--- src/rtl/cnt_arb_ctrl_if.sv ---
// Requester-side bus of the counter arbiter: two command slots plus the shared response.
// The requester block holds the master modport; the arbiter holds the slave modport.
interface cnt_arb_ctrl_if #(
    parameter int DATA_W = 8,
    parameter int STEP_W = 8
);
    logic [1:0]             req_valid;
    logic [1:0]             req_ready;
    logic [1:0]             req_load;
    logic [1:0]             req_updown;
    logic [1:0][DATA_W-1:0] req_data;
    logic [1:0][STEP_W-1:0] req_steps;
    logic [1:0]             rsp_valid;
    logic [DATA_W-1:0]      rsp_data;

    modport master (
        output req_valid, req_load, req_updown, req_data, req_steps,
        input  req_ready, rsp_valid, rsp_data
    );

    modport slave (
        input  req_valid, req_load, req_updown, req_data, req_steps,
        output req_ready, rsp_valid, rsp_data
    );
endinterface

--- src/rtl/cnt_arb_ctrl.sv ---
// Round-robin arbiter/sequencer for two requesters sharing one up/down counter:
// grants a command, drives load/en for it, then returns the final count to its owner.
module cnt_arb_ctrl #(
    parameter int DATA_W = 8,
    parameter int STEP_W = 8
) (
    input  logic              clk,
    input  logic              rst,
    cnt_arb_ctrl_if.slave     bus,
    output logic              cnt_en,
    output logic              cnt_load,
    output logic              cnt_updown,
    output logic [DATA_W-1:0] cnt_in_data,
    input  logic [DATA_W-1:0] cnt_out_data,
    output logic              busy
);

    typedef enum logic [1:0] {IDLE, LOAD, COUNT, DONE} state_t;

    typedef struct packed {
        logic              load;
        logic              updown;
        logic [DATA_W-1:0] data;
        logic [STEP_W-1:0] steps;
    } cmd_t;

    state_t            state;
    logic              prio;
    logic              owner;
    logic [STEP_W-1:0] rem;
    logic              g;
    cmd_t              sel;

    // Grant pick: contested -> prio, otherwise whichever is asking.
    always_comb begin
        g   = (&bus.req_valid) ? prio : bus.req_valid[1];
        sel = '{load:   bus.req_load[g],
                updown: bus.req_updown[g],
                data:   bus.req_data[g],
                steps:  bus.req_steps[g]};
        bus.req_ready = (!rst && state == IDLE && |bus.req_valid) ? (2'b01 << g) : 2'b00;
    end

    assign busy = (state != IDLE);

    always_ff @(posedge clk) begin
        if (rst) begin
            state         <= IDLE;
            prio          <= 1'b0;
            owner         <= 1'b0;
            rem           <= '0;
            cnt_en        <= 1'b0;
            cnt_load      <= 1'b0;
            cnt_updown    <= 1'b0;
            cnt_in_data   <= '0;
            bus.rsp_valid <= 2'b00;
            bus.rsp_data  <= '0;
        end else begin
            bus.rsp_valid <= 2'b00;
            case (state)
                IDLE: begin
                    if (|bus.req_valid) begin
                        owner       <= g;
                        prio        <= ~g;
                        rem         <= sel.steps;
                        cnt_updown  <= sel.updown;
                        cnt_in_data <= sel.data;
                        if (sel.load) begin
                            state    <= LOAD;
                            cnt_load <= 1'b1;
                        end else if (sel.steps != '0) begin
                            state  <= COUNT;
                            cnt_en <= 1'b1;
                        end else begin
                            state <= DONE;
                        end
                    end
                end
                LOAD: begin
                    cnt_load <= 1'b0;
                    if (rem != '0) begin
                        state  <= COUNT;
                        cnt_en <= 1'b1;
                    end else begin
                        state <= DONE;
                    end
                end
                // rem holds the cycles still to run including this one.
                COUNT: begin
                    if (rem == STEP_W'(1)) begin
                        state  <= DONE;
                        cnt_en <= 1'b0;
                    end else begin
                        rem <= rem - STEP_W'(1);
                    end
                end
                DONE: begin
                    bus.rsp_data  <= cnt_out_data;
                    bus.rsp_valid <= 2'b01 << owner;
                    state         <= IDLE;
                end
                default: state <= IDLE;
            endcase
        end
    end

endmodule
--- src/flat_wrapper.sv ---
// flat-port wrapper written by rule: the top's interface ports become plain ports
module cnt_arb_ctrl_flat 
#(
    parameter int DATA_W = 8,
    parameter int STEP_W = 8
)
  (clk, rst, cnt_en, cnt_load, cnt_updown, cnt_in_data, cnt_out_data, busy, bus_req_valid, bus_req_load, bus_req_updown, bus_req_data, bus_req_steps, bus_req_ready, bus_rsp_valid, bus_rsp_data);
  cnt_arb_ctrl_if #(.DATA_W(DATA_W), .STEP_W(STEP_W)) bus_i ();
  input  logic clk;
  input  logic rst;
  output logic cnt_en;
  output logic cnt_load;
  output logic cnt_updown;
  output logic [DATA_W-1:0] cnt_in_data;
  input  logic [DATA_W-1:0] cnt_out_data;
  output logic busy;
  input wire logic [$bits(bus_i.req_valid)-1:0] bus_req_valid;
  input wire logic [$bits(bus_i.req_load)-1:0] bus_req_load;
  input wire logic [$bits(bus_i.req_updown)-1:0] bus_req_updown;
  input wire logic [$bits(bus_i.req_data)-1:0] bus_req_data;
  input wire logic [$bits(bus_i.req_steps)-1:0] bus_req_steps;
  output wire logic [$bits(bus_i.req_ready)-1:0] bus_req_ready;
  output wire logic [$bits(bus_i.rsp_valid)-1:0] bus_rsp_valid;
  output wire logic [$bits(bus_i.rsp_data)-1:0] bus_rsp_data;
  assign bus_i.req_valid = bus_req_valid;
  assign bus_i.req_load = bus_req_load;
  assign bus_i.req_updown = bus_req_updown;
  assign bus_i.req_data = bus_req_data;
  assign bus_i.req_steps = bus_req_steps;
  assign bus_req_ready = bus_i.req_ready;
  assign bus_rsp_valid = bus_i.rsp_valid;
  assign bus_rsp_data = bus_i.rsp_data;
  cnt_arb_ctrl #(.DATA_W(DATA_W), .STEP_W(STEP_W)) u_core (.clk(clk), .rst(rst), .bus(bus_i), .cnt_en(cnt_en), .cnt_load(cnt_load), .cnt_updown(cnt_updown), .cnt_in_data(cnt_in_data), .cnt_out_data(cnt_out_data), .busy(busy));
endmodule
--- config.mk ---
export PLATFORM = sky130hd
export DESIGN_NAME = cnt_arb_ctrl_flat
export DESIGN_NICKNAME = d
export VERILOG_FILES = /design/src/rtl/cnt_arb_ctrl_if.sv /design/src/rtl/cnt_arb_ctrl.sv /design/src/flat_wrapper.sv
export SDC_FILE = /design/constraint.sdc
export NUM_CORES = 1
export LEC_CHECK = 0
export CAP_MARGIN = 20
export CORE_MARGIN = 8
export CORE_UTILIZATION = 45
export DETAILED_ROUTE_END_ITERATION = 10
export PLACE_DENSITY = 0.83
export SYNTH_ARGS = -nofsm -noshare
export SYNTH_HDL_FRONTEND = slang
export SYNTH_SLANG_ARGS = --single-unit
--- constraint.sdc ---
create_clock -name clk -period 5.5 [get_ports clk]
set_input_delay 0.825 -clock clk [delete_from_list [all_inputs] [get_ports clk]]
set_output_delay 0.825 -clock clk [all_outputs]
set_load 0.005 [all_outputs]
==> impl_metrics.tcl, run 1 <==
set metrics [dict create \
    outcome "finished, final reports clean" \
    grt_busiest_layer "met2" \
    power_frac_seq 0.345 \
    io_pins 72 \
    period_minus_slack_ps 3940 \
    slew_violations 0 \
    post_cts_resized 0 \
    start_kind "input pin" \
    dpl.hpwl_um 4170 \
    power.density_nw_per_um2 391 \
    port_buffers 71 \
    syn_area_per_cell_um2 8.75 \
    dieWidth_um 79.0 \
    grtUsageMet2 0.301 \
    synthArstFlopShare 0 \
    antenna_cells 0 \
    antenna_found_initial 0 \
    peakVddDrop_mv 0.251 \
    synth_fp_nets 260 \
    h-tree-depth 2 \
    switchingPower_w 0.000392 \
    hold_violations 0 \
    drc 0 \
    die-area_um2 6240 \
    grt_max_degree 29 \
    rsz0062_at_grt "no" \
    max_freq_ghz 0.254 \
    critPathRequiredTime_ps 4680 \
    overflow 0 \
    arrival_ps 3110 \
    avgViaCountPerCell 5.43 \
    multi_input_area_um2 1050 \
    clk_latency_ps 280 \
    p_int_w 0.000629 \
    hold_buffers 0 \
    path_clk_slew_ps 70 \
    syn-instance-count 204 \
    grt_pass1_vias 1765 \
    cts-buffers-inserted 5 \
    fin_skew_ps 5.39 \
    postLayoutCellArea_um2 2610 \
    comb_power_share 0.483 \
    synth_cell_types 48 \
    drv_cap 0 \
    grtUsageMet3 0.0395 \
    cts_tree "done" \
    row_count 23 \
    dr.pass1.iters 4 \
    power_w 0.00102 \
    synth-seq-cells 33 \
    ys_warn_count 0 \
    netlist_area_um2 1790 \
    yosysSeqAreaShare 0.370 \
    globalRouteMet1Util 0.185 \
    grt_pass1_wl_um 8420 \
    cts_sinks 33 \
    post_dp_cell_area_um2 2520 \
    fin_tns_setup_ps 0 \
    synth_edf_count 0 \
    wl_per_cell_um 16.4 \
    fillCellCount 334 \
    setup_violations 0 \
    critPathKind "input pin to output pin" \
    worst_pin_slew_ps 880 \
    power_switching_share 0.384 \
    root_buffer "clkbuf_8" \
    via_count 1760 \
    ant_nets 0 \
    die_height_um 79.0 \
    period_share 0.715 \
    crit_fanout 10 \
    clockPowerShare 0.172 \
    regArea_um2 661 \
    area_growth_pct 46.3 \
    finalWirelength_um 5320 \
    end_kind "output pin" \
    gp_congestion 0.837 \
    ys.flop_type "dfxtp_1" \
    post_cts.repair.setup_buffers 0 \
    grt_usage 0.166 \
    hold_path.class "register to register" \
    core-area_um2 3910 \
    fin_nets 329 \
    p_leak_nw 1.00 \
    slew_headroom 0.414 \
    start_util 0.456 \
    drive_gt1_frac 0.0657 \
    drtIter0Drc 99 \
    clock_path_buffers 2 \
]
cell usage in the layout, fill, tap and decap left out, drive strengths merged, types with 2 or more instances in the layout:
master	n
o21a	3
nor4	2
nor2b	2
o211ai	5
a22o	5
nand3	5
a31oi	3
nor3b	5
nand2b	5
o21ai	7
nor2	21
ha	8
clkbuf	5
nand2	16
clkdlybuf4s50	71
dfxtp	33
a21o	2
inv	8
nor3	6
mux2i	11
mux2	6
nand4b	2
and2	2
a22oi	9
a21oi	9
clkinv	2
o32ai	3
a21boi	2
critical path, stage by stage:
cell	delay (ps)
clkdlybuf4s50_1	480
nor2b_4	170
nand2b_1	370
nor3_1	640
clkdlybuf4s50_1	630
worst paths after layout:
path                                      startpoint  slack, ps  cells past startpoint                            endpoint
hold / removal    u_core.cnt_in_data[1]$_SDFFE_PP0P_        440                      2  u_core.cnt_in_data[1]$_SDFFE_PP0P_
setup / recovery                    bus_req_valid[0]       1560                      5                    bus_req_ready[1]
hold reg to reg   u_core.cnt_in_data[1]$_SDFFE_PP0P_        440                      2  u_core.cnt_in_data[1]$_SDFFE_PP0P_
setup reg to reg        u_core.state[0]$_SDFFE_PP0P_       2850                      6          u_core.rem[0]$_SDFFE_PP0P_
layout make-up:
class                   count  area share
clock buffers               5      0.0264
flip-flops and latches     33       0.253
well taps                  50      0.0240
multi-input cells         153       0.403
repair buffers             72       0.275
inverters                   8      0.0115
clock inverters             3     0.00671
synth_stat cells (5+ instances only):
| library cell | number | area [µm²] |
|---|---|---|
| a21oi_1 | 9 | 45.0 |
| ha_1 | 8 | 100 |
| clkbuf_1 | 6 | 22.5 |
| dfxtp_1 | 33 | 661 |
| o21ai_0 | 6 | 30.0 |
| mux2i_1 | 11 | 110 |
| a22oi_1 | 9 | 67.6 |
| nand3_1 | 5 | 25.0 |
| nand2_1 | 16 | 60.1 |
| a22o_1 | 5 | 43.8 |
| mux2_2 | 5 | 56.3 |
| inv_1 | 8 | 30.0 |
| o211ai_1 | 5 | 37.5 |
| nor3_1 | 5 | 25.0 |
| nor2_1 | 21 | 78.8 |
| nand2b_1 | 5 | 31.3 |
flip-flops by register name, summed over array words and instances, names as in the netlist:
| name | flops |
|---|---|
| u_core.bus.rsp_data | 8 |
| u_core.bus.rsp_valid | 2 |
| u_core.cnt_en | 1 |
| u_core.cnt_in_data | 8 |
| u_core.cnt_load | 1 |
| u_core.cnt_updown | 1 |
| u_core.owner | 1 |
| u_core.prio | 1 |
| u_core.rem | 8 |
| u_core.state | 2 |
metrics by stage:
step / hold WS [ps] / cells / setup slack [ps] / util
3_3_place_gp: 424 / 316 / 1670 / 0.645
3_5_place_dp: 433 / 316 / 1610 / 0.645
2_1_floorplan: 414 / 204 / 3010 / -
5_1_grt: 467 / 324 / 1430 / 0.667
6_report: 440 / 324 / 1560 / 0.667
4_1_cts: 442 / 324 / 1610 / 0.667
cells by family after synthesis:
| logic type | count (synthesis) | share of synthesized area |
|---|---|---|
| compound gates | 57 | 0.226 |
| buf+inv | 18 | 0.0399 |
| flops | 33 | 0.370 |
| simple gates | 71 | 0.209 |
| mux | 17 | 0.0995 |
| fa+ha+maj | 8 | 0.0561 |
power by group through the flow:
stage               Clock [W]  Combinational [W]  Sequential, W
floorplan                   0           0.000312       0.000349
global placement            0           0.000478       0.000352
detailed placement          0           0.000490       0.000356
CTS                  0.000181           0.000493       0.000351
global route         0.000193           0.000542       0.000360
finish               0.000176           0.000493       0.000352
routing by layer:
metal,share of wire,wire [µm]
met1,0.41,2160
met2,0.53,2830
met3,0.054,287
met4,0.0075,40
met5,0,0
Power figures use the tool's default switching activity.
==> run 2: changes to the inputs <==
--- a/config.mk
+++ b/config.mk
@@ -7,9 +7,9 @@
 export LEC_CHECK = 0
 export CAP_MARGIN = 20
 export CORE_MARGIN = 8
-export CORE_UTILIZATION = 45
+export CORE_UTILIZATION = 39
 export DETAILED_ROUTE_END_ITERATION = 10
-export PLACE_DENSITY = 0.83
+export PLACE_DENSITY = 0.76
 export SYNTH_ARGS = -nofsm -noshare
 export SYNTH_HDL_FRONTEND = slang
 export SYNTH_SLANG_ARGS = --single-unit
==> constraint.sdc (replaced) <==
create_clock -name clk -period 3.42 [get_ports clk]
set_input_delay 0.513 -clock clk [delete_from_list [all_inputs] [get_ports clk]]
set_output_delay 0.513 -clock clk [all_outputs]
set_load 0.005 [all_outputs]
==> run 2 against run 1 <==
Against the previous run:
- sequential power up 60%
- clock skew about the same
- setup slack worse by 940 ps
- power up 71%
- non-clock buffer count up 6
- sequential cell count unchanged
- die area up 12%
- cell area up 2.9%
- combinational power up 65%
- hold slack worse by 4.1 ps
- largest power group unchanged
==> impl_metrics.tcl, run 2 (synthesis results as in run 1) <==
set metrics [dict create \
    outcome "finished, final reports clean" \
    period_minus_slack_ps 2800 \
    power.density_nw_per_um2 650 \
    reg2reg_depth 7 \
    grt_max_degree 32 \
    crit_fanout 14 \
    r2r_setup_slack_ps 1010 \
    mostFrequentLayoutCell "clkdlybuf4s50_1" \
    root_buffer "clkbuf_8" \
    worst_slack_ps 622 \
    die_height_um 83.7 \
    drv_cap 0 \
    period_share 0.818 \
    end_kind "output pin" \
    hold_buffers 0 \
    gp_congestion 0.791 \
    arrival_ps 2290 \
    final_cell_mix "71 x clkdlybuf4s50_1, 33 x dfxtp_1, 21 x nor2_1, 16 x nand2_1, 11 x mux2i_1" \
    hold_violations 0 \
    finalWirelength_um 5310 \
    rsz0062_at_grt "no" \
    grt_pass1_vias 1791 \
    core-area_um2 4380 \
    ant_nets 0 \
    via_count 1787 \
    slew_violations 0 \
    post-route-util 0.613 \
    worstHoldEndpoint "u_core.cnt_in_data[4]$_SDFFE_PP0P_" \
    wl_per_cell_um 16.0 \
    cts_sinks 33 \
    dpl.hpwl_um 4110 \
    dr.pass1.iters 6 \
    p_leak_nw 1.04 \
    h-tree-depth 2 \
    peakVddDrop_mv 0.301 \
    fin_skew_ps 5.61 \
    postLayoutCellArea_um2 2690 \
    fillCellCount 398 \
    place_ws_ps 769 \
    r2r_start "u_core.state[0]$_SDFFE_PP0P_" \
    slew_headroom 0.652 \
    fin_tns_setup_ps 0 \
    max_freq_ghz 0.357 \
    cts_tree "done" \
    regArea_um2 661 \
    port_buffers 71 \
    crit_path_cell_trace "inv_1, ha_1, inv_1, nor3_1, buf_4, clkdlybuf4s50_1" \
    critPathRequiredTime_ps 2910 \
    cp_slowest_cell "clkdlybuf4s50_1" \
    cp_top_family "buffers and inverters" \
    drtIter0Drc 132 \
    multi_input_area_um2 1050 \
    setup_violations 0 \
    grt_usage 0.151 \
    antenna_found_initial 0 \
    avgViaCountPerCell 5.38 \
    antenna_cells 0 \
    crit_path_max_incr_delay_ps 500 \
    drive_gt1_frac 0.0857 \
    drc 0 \
    path_clk_slew_ps 70 \
    hold_path.class "register to register" \
    reg_top3 "u_core.bus.rsp_data: 8 flops, u_core.cnt_in_data: 8 flops, u_core.rem: 8 flops" \
    overflow 0 \
    path_buf_inv 4 \
    fin_nets 335 \
    dieWidth_um 83.7 \
    die-area_um2 7000 \
    clock_path_buffers 2 \
    worst_pin_slew_ps 522 \
    io_pins 72 \
    cpMostUsedCell "inv_1" \
    cts-buffers-inserted 5 \
    grt_pass1_wl_um 8730 \
    post_cts_resized 0 \
    start_kind "register" \
    start_util 0.407 \
    min_from "u_core.cnt_in_data[4]$_SDFFE_PP0P_" \
    min_path_cells 2 \
    post_dp_cell_area_um2 2570 \
    area_growth_pct 50.5 \
    clk_latency_ps 290 \
    regToRegEndpoint "u_core.rem[0]$_SDFFE_PP0P_" \
    critPathKind "register to output pin" \
    row_count 24 \
    post_cts.repair.setup_buffers 0 \
]
## run 2: cell types whose count changed in the layout (fill, tap and decap cells not counted), sizes merged
| cell | before | now |
|---|---|---|
| buf | 1 | 7 |
| clkinv | 2 | 1 |
| bufinv | 0 | 1 |
## run 2: cell type report
| cell class | count | share of cell area |
|---|---|---|
| clock buffer | 5 | 0.0256 |
| clock inverter | 3 | 0.0172 |
| inverter | 8 | 0.0112 |
| multi-input combinational | 153 | 0.392 |
| sequential | 33 | 0.246 |
| tap | 52 | 0.0242 |
| timing repair buffer | 78 | 0.284 |
## run 2: power breakdown
group	internal [W]	switching (W)
logic	0.000402	0.000412
clock network	0.000218	0.000152
registers	0.000485	0.0000787
## run 2: worst max-delay path by stage
stage	endpoint	start	cells past startpoint	slack (ps)
6_report	bus_req_ready[1]	u_core.state[0]$_SDFFE_PP0P_	6	620
5_1_grt	bus_req_ready[1]	u_core.state[0]$_SDFFE_PP0P_	6	450
4_1_cts	bus_req_ready[1]	u_core.state[0]$_SDFFE_PP0P_	6	600
3_5_place_dp	bus_req_ready[0]	bus_req_valid[0]	5	770
3_3_place_gp	bus_req_ready[0]	bus_req_valid[0]	5	760
2_1_floorplan	u_core.rem[0]$_SDFFE_PP0P_	u_core.state[0]$_SDFFE_PP0P_	7	1520
## run 2: per-stage QoR
step,hold slack [ps],power [W],cells
finish,436,0.00175,332
global route,464,0.00188,332
CTS,440,0.00176,332
detailed placement,431,0.00138,324
global placement,424,0.00136,324
floorplan,414,0.00106,204
## run 2: tightest hold or removal path: stages, from the launching register on
cell	delay [ps]
dfxtp_1	310
nand2_1	50
nand2_1	40
## run 2: layer usage
| layer | track usage | vias to the layer above | part of all wire |
|---|---|---|---|
| met5 | 0 | - | 0 |
| met4 | 0.0518 | 0 | 0.017 |
| met3 | 0.0469 | 8 | 0.049 |
| met2 | 0.265 | 50 | 0.51 |
| met1 | 0.167 | 830 | 0.42 |
| li1 | - | 899 | - |
==> run 3: changes to the inputs <==
--- a/config.mk
+++ b/config.mk
@@ -7,9 +7,9 @@
 export LEC_CHECK = 0
 export CAP_MARGIN = 20
 export CORE_MARGIN = 8
-export CORE_UTILIZATION = 39
+export CORE_UTILIZATION = 43
 export DETAILED_ROUTE_END_ITERATION = 10
-export PLACE_DENSITY = 0.76
+export PLACE_DENSITY = 0.8
 export SYNTH_ARGS = -nofsm -noshare
 export SYNTH_HDL_FRONTEND = slang
 export SYNTH_SLANG_ARGS = --single-unit
==> constraint.sdc (replaced) <==
create_clock -name clk -period 2.75 [get_ports clk]
set_input_delay 0.4125 -clock clk [delete_from_list [all_inputs] [get_ports clk]]
set_output_delay 0.4125 -clock clk [all_outputs]
set_load 0.005 [all_outputs]
==> run 3 against run 2 <==
Against the previous run:
- clock power fell by 3%
- core utilization rose by 5.4 points
- cell area fell by 0.74%
- largest power group unchanged
- highest routed layer unchanged
==> impl_metrics.tcl, run 3 (synthesis results as in run 1) <==
set metrics [dict create \
    gp_congestion 0.832 \
    end_kind "output pin" \
    post_dp_cell_area_um2 2580 \
    hold_violations 0 \
    met1_length_um 2270 \
    wl_per_cell_um 16.3 \
    grt_usage 0.172 \
    die_height_um 80.4 \
    comb_power_share 0.495 \
    critPathRequiredTime_ps 2340 \
    area_growth_pct 49.4 \
    drtIter0Drc 97 \
    dpl.hpwl_um 4220 \
    drc 0 \
    path_clk_slew_ps 60 \
    clk_latency_ps 290 \
    root_buffer "clkbuf_8" \
    post_cts_resized 0 \
    clockPowerShare 0.171 \
    power_frac_seq 0.334 \
    post_cts.repair.setup_buffers 0 \
    power_w 0.00209 \
    ant_nets 0 \
    reg_top3 "u_core.bus.rsp_data: 8 flops, u_core.cnt_in_data: 8 flops, u_core.rem: 8 flops" \
    cts-buffers-inserted 5 \
    grt_max_degree 32 \
    row_count 23 \
    power.density_nw_per_um2 783 \
    dr.pass1.iters 4 \
    max_freq_ghz 0.413 \
    switchingPower_w 0.000799 \
    drive_gt1_frac 0.0887 \
    peakVddDrop_mv 0.461 \
    slew_headroom 0.656 \
    critPathKind "input pin to output pin" \
    drv_cap 0 \
    arrival_ps 2010 \
    p_int_w 0.00129 \
    slew_violations 0 \
    hold_path.class "register to register" \
    grt_pass1_wl_um 8730 \
    avgViaCountPerCell 5.39 \
    start_util 0.446 \
    period_share 0.880 \
    start_kind "input pin" \
    dr_wl_met2_um 2720 \
    crit_fanout 5 \
    hold_buffers 0 \
    post-route-util 0.667 \
    outcome "finished, final reports clean" \
    rsz0062_at_grt "no" \
    mostFrequentLayoutCell "clkdlybuf4s50_1" \
    die-area_um2 6470 \
    fin_tns_setup_ps 0 \
    postLayoutCellArea_um2 2670 \
    fin_nets 337 \
    io_pins 72 \
    cts_sinks 33 \
    timing.hold.ws_ps 441 \
    finalWirelength_um 5430 \
    clock_path_buffers 2 \
    port_buffers 71 \
    grt_pass1_vias 1768 \
    via_count 1788 \
    fin_skew_ps 10.4 \
    h-tree-depth 2 \
    core-area_um2 4000 \
    worst_pin_slew_ps 516 \
    antenna_found_initial 0 \
    period_minus_slack_ps 2420 \
    dr_wl_met3_um 387 \
    final_cell_mix "71 x clkdlybuf4s50_1, 33 x dfxtp_1, 21 x nor2_1, 16 x nand2_1, 11 x mux2i_1" \
    overflow 0 \
    setup_violations 0 \
    dieWidth_um 80.4 \
    power_switching_share 0.382 \
    cts_tree "done" \
    p_leak_nw 1.04 \
    routed.top_layer "met4" \
    antenna_cells 0 \
]
## run 3: changes by cell type in the layout (fill, tap and decap cells not counted)
cell	delta
bufinv_16	-1
clkbuf_1	+1
clkinv_4	-1
clkinv_2	+2
clkinvlp_4	-1
buf_4	+2
## run 3: power groups by stage
stage | combinational, W | clock [W] | sequential, W
final | 0.00103 | 0.000358 | 0.000698
after global routing | 0.00115 | 0.000389 | 0.000718
after CTS | 0.00104 | 0.000366 | 0.000697
after detailed placement | 0.00103 | 0 | 0.000707
after global placement | 0.00102 | 0 | 0.000703
after floorplan | 0.000624 | 0 | 0.000698
## run 3: cell type report
cell class	instances	area, µm²
sequential	33	661
multi-input combinational	153	1050
fill	350	1330
clock buffer	6	72.6
inverter	8	30.0
clock inverter	2	10.0
timing repair buffer	80	778
tap	50	62.6
## run 3: per-stage QoR
| step | setup WS (ps) | instances |
|---|---|---|
| 3_3_place_gp | 377 | 324 |
| 4_1_cts | 303 | 332 |
| 2_1_floorplan | 851 | 204 |
| 3_5_place_dp | 319 | 324 |
| 5_1_grt | 208 | 332 |
| 6_report | 329 | 332 |
## run 3: final timing paths
check / from / end / slack, ps / cells after the start
worst min-delay path: u_core.cnt_in_data[5]$_SDFFE_PP0P_ / u_core.cnt_in_data[5]$_SDFFE_PP0P_ / 440 / 2
worst max-delay path: bus_req_valid[0] / bus_req_ready[0] / 330 / 4
worst max register to register: u_core.state[0]$_SDFFE_PP0P_ / u_core.rem[0]$_SDFFE_PP0P_ / 470 / 7
worst min register to register: u_core.cnt_in_data[5]$_SDFFE_PP0P_ / u_core.cnt_in_data[5]$_SDFFE_PP0P_ / 440 / 2
## run 3: worst max-delay path, stage by stage
cell             delay [ps]
clkdlybuf4s50_1         540
a21boi_0                280
nor3b_2                 250
clkdlybuf4s50_1         530
## run 3: layer usage
metal / vias to the layer above / global-route usage
met3: 4 / 0.0536
met1: 817 / 0.198
met5: - / 0
li1: 902 / -
met4: 0 / 0.0491
met2: 65 / 0.295
